`src/rtl/puzzle4_pkg.sv`:
```
// Shared constants and types for the puzzle4 row packer and solver.
// Holds ASCII codes, packer FSM states and grid sizing defaults.
package puzzle4_pkg;
  localparam int ROW_SIZE     = 139;
  localparam int MODULAR_SIZE = 32;
  localparam int PADDED_SIZE  = 160;

  localparam logic [7:0] CH_ROLL  = 8'h40;
  localparam logic [7:0] CH_EMPTY = 8'h2e;
  localparam logic [7:0] CH_LF    = 8'h0a;
  localparam logic [7:0] CH_CR    = 8'h0d;

  typedef enum logic [1:0] {
    FILL,
    PAD,
    DONE
  } state_t;
endpackage

```
`src/rtl/puzzle4_bit_shifter.sv`:
```
// Word-assembly shift register with bit count.
// flush gives the partial word left-justified; it is zero when empty.
module puzzle4_bit_shifter
  import puzzle4_pkg::*;
#(
  parameter int MODULAR_SIZE = puzzle4_pkg::MODULAR_SIZE
) (
  input  logic                    clk,
  input  logic                    reset,
  input  logic                    clear,
  input  logic                    shift,
  input  logic                    bit_in,
  output logic                    full,
  output logic [MODULAR_SIZE-1:0] word,
  output logic [MODULAR_SIZE-1:0] flush
);
  localparam int CW = $clog2(MODULAR_SIZE) + 1;

  logic [MODULAR_SIZE-1:0] acc;
  logic [CW-1:0]           cnt;
  logic [CW-1:0]           shamt;

  assign word  = {acc[MODULAR_SIZE-2:0], bit_in};
  assign full  = shift && (cnt == CW'(MODULAR_SIZE - 1));
  // A shift by the full width yields zero, which is the zero-fill word.
  assign shamt = CW'(MODULAR_SIZE) - cnt;
  assign flush = acc << shamt;

  always_ff @(posedge clk or posedge reset) begin
    if (reset) begin
      acc <= '0;
      cnt <= '0;
    end else if (clear) begin
      acc <= '0;
      cnt <= '0;
    end else if (shift) begin
      acc <= word;
      cnt <= full ? '0 : cnt + 1'b1;
    end
  end
endmodule

```
`src/rtl/puzzle4_row_packer.sv`:
```
// Packs the ASCII puzzle stream into padded grid words, MSB first.
// Define PUZZLE4_PACKER_CHECK_EN to add the sticky err format flag.
module puzzle4_row_packer
  import puzzle4_pkg::*;
#(
  parameter int ROW_SIZE     = puzzle4_pkg::ROW_SIZE,
  parameter int MODULAR_SIZE = puzzle4_pkg::MODULAR_SIZE,
  parameter int PADDED_SIZE  = puzzle4_pkg::PADDED_SIZE,
  parameter int ROWCNT_WIDTH = 8
) (
  input  logic                    clk,
  input  logic                    reset,
  input  logic                    in_valid,
  input  logic [7:0]              in_byte,
  input  logic                    in_last,
  output logic                    in_ready,
  output logic                    out_valid,
  output logic [MODULAR_SIZE-1:0] out_data,
  output logic                    out_row_end,
  output logic                    out_done,
  output logic [ROWCNT_WIDTH-1:0] out_rows
`ifdef PUZZLE4_PACKER_CHECK_EN
  ,
  output logic                    err
`endif
);
  localparam int WORDS_PER_ROW = PADDED_SIZE / MODULAR_SIZE;
  localparam int CLW = $clog2(ROW_SIZE + 1);
  localparam int WIW = $clog2(WORDS_PER_ROW + 1);

  state_t           state;
  logic [CLW-1:0]   col;
  logic [WIW-1:0]   word_idx;
  logic             last_flag;
  logic             clr_rows;

  logic             accept, is_lf, is_cr, is_data;
  logic             take, eol, final_word;
  logic [CLW-1:0]   col_nxt;
  logic             sh_full;
  logic [MODULAR_SIZE-1:0] sh_word, sh_flush;
  logic [ROWCNT_WIDTH-1:0] rows_sat;

  assign accept     = in_valid && in_ready && (state == FILL);
  assign is_lf      = (in_byte == CH_LF);
  assign is_cr      = (in_byte == CH_CR);
  assign is_data    = !is_lf && !is_cr;
  // Characters past the row width are dropped, never shifted.
  assign take       = accept && is_data && (col < CLW'(ROW_SIZE));
  assign eol        = accept && (is_lf || in_last);
  assign col_nxt    = col + CLW'(take);
  assign final_word = (word_idx >= WIW'(WORDS_PER_ROW - 1));
  assign rows_sat   = (&out_rows) ? out_rows : out_rows + 1'b1;

  puzzle4_bit_shifter #(
    .MODULAR_SIZE(MODULAR_SIZE)
  ) u_shifter (
    .clk   (clk),
    .reset (reset),
    .clear (state != FILL),
    .shift (take),
    .bit_in(in_byte == CH_ROLL),
    .full  (sh_full),
    .word  (sh_word),
    .flush (sh_flush)
  );

  always_ff @(posedge clk or posedge reset) begin
    if (reset) begin
      state       <= FILL;
      col         <= '0;
      word_idx    <= '0;
      last_flag   <= 1'b0;
      clr_rows    <= 1'b0;
      in_ready    <= 1'b0;
      out_valid   <= 1'b0;
      out_data    <= '0;
      out_row_end <= 1'b0;
      out_done    <= 1'b0;
      out_rows    <= '0;
    end else begin
      out_valid   <= 1'b0;
      out_row_end <= 1'b0;
      out_done    <= 1'b0;
      unique case (state)
        FILL: begin
          in_ready <= 1'b1;
          if (accept) begin
            if (clr_rows) begin
              out_rows <= '0;
              clr_rows <= 1'b0;
            end
            col <= col_nxt;
            if (sh_full) begin
              out_valid <= 1'b1;
              out_data  <= sh_word;
              word_idx  <= word_idx + 1'b1;
            end
            if (eol && col_nxt != '0) begin
              state     <= PAD;
              in_ready  <= 1'b0;
              last_flag <= in_last;
            end else if (eol && in_last) begin
              state    <= DONE;
              in_ready <= 1'b0;
            end
          end
        end
        PAD: begin
          out_valid <= 1'b1;
          out_data  <= sh_flush;
          word_idx  <= word_idx + 1'b1;
          if (final_word) begin
            out_row_end <= 1'b1;
            out_rows    <= rows_sat;
            col         <= '0;
            word_idx    <= '0;
            last_flag   <= 1'b0;
            state       <= last_flag ? DONE : FILL;
            in_ready    <= !last_flag;
          end
        end
        DONE: begin
          out_done <= 1'b1;
          clr_rows <= 1'b1;
          state    <= FILL;
          in_ready <= 1'b1;
        end
        default: state <= FILL;
      endcase
    end
  end

`ifdef PUZZLE4_PACKER_CHECK_EN
  logic bad_char, too_long, too_short;

  assign bad_char  = accept && is_data &&
                     (in_byte != CH_ROLL) && (in_byte != CH_EMPTY);
  assign too_long  = accept && is_data && (col >= CLW'(ROW_SIZE));
  assign too_short = eol && (col_nxt != '0) &&
                     (col_nxt < CLW'(ROW_SIZE));

  always_ff @(posedge clk or posedge reset) begin
    if (reset) begin
      err <= 1'b0;
    end else if (bad_char || too_long || too_short) begin
      err <= 1'b1;
    end
  end
`endif
endmodule

```
`config.mk`:
```
export PLATFORM = sky130hd
export DESIGN_NAME = puzzle4_row_packer
export DESIGN_NICKNAME = d
export VERILOG_FILES = /design/src/rtl/puzzle4_pkg.sv /design/src/rtl/puzzle4_bit_shifter.sv /design/src/rtl/puzzle4_row_packer.sv
export SDC_FILE = /design/constraint.sdc
export NUM_CORES = 1
export LEC_CHECK = 0
export BUFFER_PORTS_ARGS = -buffer_cell sky130_fd_sc_hd__buf_2
export CAP_MARGIN = 20
export CORE_MARGIN = 8
export CORE_UTILIZATION = 61
export CTS_CLUSTER_SIZE = 10
export DETAILED_ROUTE_END_ITERATION = 6
export GPL_TIMING_DRIVEN = 0
export PLACE_DENSITY = 0.81
export SLEW_MARGIN = 20
export SYNTH_ARGS = -nofsm -noshare
export SYNTH_HDL_FRONTEND = slang
export SYNTH_SLANG_ARGS = --single-unit
```
`constraint.sdc`:
```
create_clock -name clk -period 4.5 [get_ports clk]
set_clock_uncertainty 0.05 [all_clocks]
set_input_delay 0.225 -clock clk [delete_from_list [all_inputs] [get_ports clk]]
set_output_delay 0.225 -clock clk [all_outputs]
set_load 0.1 [all_outputs]
```
# Yosys cells after proc, flatten, opt, wreduce, memory -nomap -nowiden
# Cells that the tools add are included.
# word_totals
regBits	97
inputBits	12
output_inout_bits	44
wordCells	105
# classes
n_addsub	5
magnitude_cmp	2
n_eq_ne	13
shifts	1
mux	43
n_reduce_logical	28
# op_table
cell	n
32-bit 2-to-1 mux	4
32-bit case mux with 2 select lines	1
8-bit 2-to-1 mux	6
8-bit case mux with 2 select lines	2
32-bit by 6-bit << shifter with 32-bit output	1
6-bit 2-to-1 mux	3
8-bit by 4-bit equality test with 1-bit output, second input constant	2
1-bit 2-to-1 mux	13
2-bit 2-to-1 mux	5
1-bit logical AND	9
3-bit 2-to-1 mux	3
3-bit AND reduction	3
8-bit by 1-bit adder with 8-bit output	1
8-bit by 1-bit adder with 8-bit output, second input constant	1
8-bit by 7-bit equality test with 1-bit output, second input constant	1
8-bit < comparator, second input constant	1
2-bit != test, second input constant	4
8-bit AND reduction	1
2-bit nonzero test	4
8-bit nonzero test	1
6-bit by 1-bit adder with 6-bit output, second input constant	1
6-bit by 5-bit equality test with 1-bit output, second input constant	1
1-bit case mux with 2 select lines	3
3-bit case mux with 2 select lines	1
16 further kinds	20

# Longest topological paths before layout
# logic_depth
ltp_word	11
depth_mapped	15
mapped_depth_nobuf	13

# Cells and area by module
# From an unflattened synthesis, not the netlist that was laid out.
# unflattened
hier_cells	732
hier_area_um2	6947.9
# modules_own_cells
mod	instances	cells_each	area_per_inst_um2	seq_area_each_um2
puzzle4_bit_shifter	1	397	3776.1	950.9
puzzle4_row_packer	1	335	3171.8	1476.4

# Worst setup path before layout
# Ideal clock, no wire load.
# synth_timing
kind	register to register
start	register in_ready
end	register state[1]
setup_ps	122
arrival_ps	4059
required_time_ps	4328
slack_ps	269
stages_incl_launch_ff	14
path_buffers	2
synth_period_minus_slack_ps	4231
cell_sequence	dfrtp_1 -> nand3_1 -> a31oi_1 -> and3_1 -> buf_2 -> buf_1 -> ha_1 -> ha_1 -> nand3_2 -> or4_1 -> a32o_2 -> o21ai_4 -> nand2_1 -> a32o_1
# synth_via
elab_chain_cells	10
word_cells_on_any_way	15
cone_classes	add/sub: 1; eq/ne: 2; mux: 3; reduce/logical: 9
# synth_rtl
element	line	source
start, declared	puzzle4_row_packer.sv:16	output logic in_ready,
start signal, assigned	puzzle4_row_packer.sv:120	in_ready <= !last_flag;
1-bit logical AND (*) (2 in a row)	puzzle4_row_packer.sv:44	assign accept = in_valid && in_ready && (state == FILL);
1-bit logical AND (2 in a row)	puzzle4_row_packer.sv:49	assign take = accept && is_data && (col < CLW'(ROW_SIZE));
8-bit by 1-bit adder with 8-bit output	puzzle4_row_packer.sv:51	assign col_nxt = col + CLW'(take);
8-bit nonzero test	puzzle4_row_packer.sv:99	if (eol && col_nxt != '0) begin
1-bit logical AND	puzzle4_row_packer.sv:99	
2-bit 2-to-1 mux	puzzle4_row_packer.sv:99	
2-bit 2-to-1 mux	puzzle4_row_packer.sv:88	if (accept) begin
2-bit case mux with 2 select lines	puzzle4_row_packer.sv:85	unique case (state)
end signal, assigned	puzzle4_row_packer.sv:119	state <= last_flag ? DONE : FILL;
end, declared	puzzle4_row_packer.sv:31	state_t state;
# Mark *: on every way between the ends. The rest lies on a longest branch, timed or not. The select of a mux whose other input is x is not followed.
# A chain may end at the register's enable or synchronous reset.

# Worst setup path after layout
# layout_timing
start	register u_shifter.cnt[0]
end	register out_data[21]
# layout_via
elab_chain_cells	4
word_cells_on_any_way	7
cone_classes	add/sub: 1; eq/ne: 2; shift: 1; mux: 1; reduce/logical: 2
# layout_rtl
element	line	source
start, declared	puzzle4_bit_shifter.sv:20	logic [CW-1:0] cnt;
start signal, assigned	puzzle4_bit_shifter.sv:38	cnt <= full ? '0 : cnt + 1'b1;
branches (longest 4 deep; another with 6-bit subtractor)	--	
end signal, assigned	puzzle4_row_packer.sv:96	out_data <= sh_word;
end signal, assigned	puzzle4_row_packer.sv:111	out_data <= sh_flush;
end, declared	puzzle4_row_packer.sv:18	output logic [MODULAR_SIZE-1:0] out_data,
# Several ways; the timed one is not identified.

==> qor.yml <==
run_status:
  outcome: "completed"
timing:
  maxClockFrequency_mhz: 238
  rsz0062_at_grt: "no"
  timing.setup.tns_ns: 0
  setup-violations-final: 0
  max-slew-margin-rel_pct: 27.4
  tightest_slew_ns: 1.08
  final-hold-violation-count: 0
  drv_slew: 0
  post-route-min-period_ns: 4.20
  layout_worst_path_cycle_share_pct: 93.2
run:
  cap_viol_max_count: 0
route:
  avgViaCountPerCell: 6.81
  highest_layer: "met5"
  number_of_nets_still_failing_antenna_checks_after_routing: 0
  drcViolationCount: 0
  detailedRoute.firstPassIterationCount: 7
  dr.first_iter.drc_count: 857
  met2RoutedLength_mm: 10.2
  num_vias: 6474
  route.met3.wl_mm: 2.71
  detailed_routing_wirelength_on_met1_mm: 8.84
  post_drt_wl_per_cell_um: 23.7
  wirelength_mm: 22.5
setup_path:
  timing.critical_path.from: "u_shifter.cnt[0]"
  cp_data_arrival_time_ns: 4.39
  reg2reg_from: "u_shifter.cnt[0]"
  cp_data_required_time_ns: 4.69
  crit_type: "flip-flop to flip-flop"
  worstSetupStartpointType: "flip-flop"
  cp-end-kind: "flip-flop"
  worst-path-max-fanout: 10
yosys:
  synthesis.instances: 738
  ys_dominant_reg_cell: "dfrtp_1"
  synth_edf_count: 0
  synthesis.nets: 761
  ys_ff_latch: 97
  post_synth_instance_area_sq_mm: 0.00659
  ys_seq_area_share_pct: 36.9
  netlist-cell-type-count: 77
  syn_avg_cell_area_sq_um: 8.92
  synth_async_sr_flop_share_pct: 100
  ys.warnings.count: 0
global_routing:
  antenna_found_initial: 1
  number_of_global_route_vias_before_repair: 6250
  grt-ovfl-total: 0
  grt_usage_pct: 31.6
  grt_max_degree: 67
  grt_first_pass_wirelength_mm: 35.3
power_and_ir_drop:
  cellLeakagePower_uw: 0.00316
  power.switching_fraction_pct: 55.8
  net_switching_uw: 2690
  power.ir.vdd_worst_mv: 0.499
  power_frac_comb_pct: 63.6
  power.share.sequential_pct: 23.5
  power_per_cell_area_mw_per_mm2: 662
  p_clk_share_pct: 12.9
  intPower_uw: 2130
cells_and_area:
  total_number_of_nets_in_the_final_design: 828
  layout.cells.most_common: "nand2_1"
  area_of_combinational_cells_with_multiple_inputs_sq_mm: 0.00376
  final_layout_size_suffix_gt1_share_pct: 19.5
  most_frequent_cells_in_the_layout: "nand2_1, dfrtp_1, buf_2"
  final_cell_count_no_fill: 950
  fillers: 865
  layout.area.seq_sq_mm: 0.00243
  post-route-util_pct: 68.1
  insertedDiodeCount: 0
  area_growth_syn_to_layout_pct: 10.6
placed_design:
  numPlacedInstances: 934
  place_hpwl_mm: 17.1
  gp_routability_congestion: 1.04
  placement.io_buffers: 55
clocking:
  clock_tree.root_cell: "clkbuf_8"
  clkSinkCount: 97
  htree_num_levels: 3
  clock_insertion_delay_worst_skew_ns: 0.39
  cts_post_setup_buffers_inserted: 0
  cts_buffers: 9
  clk_path_buf_depth: 2
  clk_pin_slew_ns: 0.11
  tritoncts_clock_tree: "built"
hold_path:
  worstHoldPathType: "input pin to flip-flop"
  worst_hold_startpoint: "in_last"
floorplanning:
  design.core.area_sq_mm: 0.0107
  die-area_sq_mm: 0.0144
  die_width_um: 120
  io_pins: 56
  floorplan.die.height_um: 120
  start_util_pct: 61.6
  rows: 38
[worst paths after layout]
kind / to / slack [ns] / cells after the start
max in group asynchronous: u_shifter.acc[15] / 3.46 / 4
hold reg to reg: out_data[4] / 0.43 / 2
min in group asynchronous: out_rows[4] / 0.30 / 3
setup / recovery: out_data[21] / 0.30 / 12
setup reg to reg: out_data[21] / 0.30 / 12
hold / removal: last_flag / 0.08 / 3
[repair_timing]
item,CTS,global route
endpoints found under the setup margin,0,4
hold endpoints to repair,31,0
hold buffers,1,0
resized for setup,0,0
[synth_stat cells, types with 11 or more instances]
cell,n,share of area [%]
mux2_2,21,3.6
a21oi_1,23,1.7
nor3_1,14,1.1
dfrtp_1,97,37
mux2i_1,40,6.1
clkbuf_1,17,0.97
ha_1,11,2.1
nor2_1,72,4.1
inv_1,18,1.0
o211ai_1,13,1.5
o21ai_0,70,5.3
nand3_1,11,0.84
buf_2,24,1.8
nand2_1,124,7.1
[power by group through the flow]
stage          Sequential [uW]  Clock, uW  Combinational, uW
3_5_place_dp              1150          0               3010
4_1_cts                   1130        622               3020
6_report                  1130        622               3070
5_1_grt                   1150        648               3230
2_1_floorplan             1940          0               1550
3_3_place_gp              1140          0               2950
[final cells by class]
class                   instances  area share (%)
clock inverters                 6           0.996
flip-flops and latches         97            33.3
repair buffers                 57            4.29
plain buffers                  57            4.45
well taps                     140            2.40
inverters                      18           0.996
clock buffers                  10            1.89
multi-input cells             565            51.6
[critical path, stage by stage (launching register included)]
cell and delay, ns:
dfrtp_1 0.39, buf_2 0.19, inv_1 0.17, buf_4 0.25
buf_6 0.19, buf_2 0.31, ha_1 0.44, nor3_1 0.09
a22o_1 0.21, o21ai_0 0.75, nor2_1 0.17, a222oi_1 0.67
a21oi_1 0.15
[state kept, by name (all words and copies together), names as in the netlist]
| signal | cells |
|---|---|
| out_rows | 8 |
| clr_rows | 1 |
| out_valid | 1 |
| u_shifter.acc | 32 |
| col | 8 |
| in_ready | 1 |
| out_done | 1 |
| state | 2 |
| u_shifter.cnt | 6 |
| word_idx | 3 |
| out_row_end | 1 |
| last_flag | 1 |
| out_data | 32 |
[per-layer routing]
metal / up-vias / track usage [%]
met5: - / 0
met4: 2 / 12.5
met3: 80 / 9.35
met2: 472 / 48.3
met1: 3104 / 41.4
li1: 2816 / -
[metrics by stage]
step	hold WS [ns]	power (uW)	setup WS (ns)	instance area (sq um)
3_5_place_dp	0.170	4150	0.144	7070
3_3_place_gp	0.412	4090	0.343	7040
5_1_grt	0.0707	5030	0.0905	7280
6_report	0.0756	4830	0.305	7280
4_1_cts	0.0575	4770	0.120	7290
2_1_floorplan	0.322	3490	0.269	6590
[cells by family (layout without fill, tap and decap cells)]
kind of cell	after synthesis	after routing	synth area share (%)
buf+inv	76	148	6.00
fa+ha+maj	11	11	2.09
mux	75	75	14.7
flops	97	97	36.9
xor+xnor	5	5	0.950
compound gates	200	200	20.5
simple gates	274	274	18.9
Power figures use the tool's default switching activity.
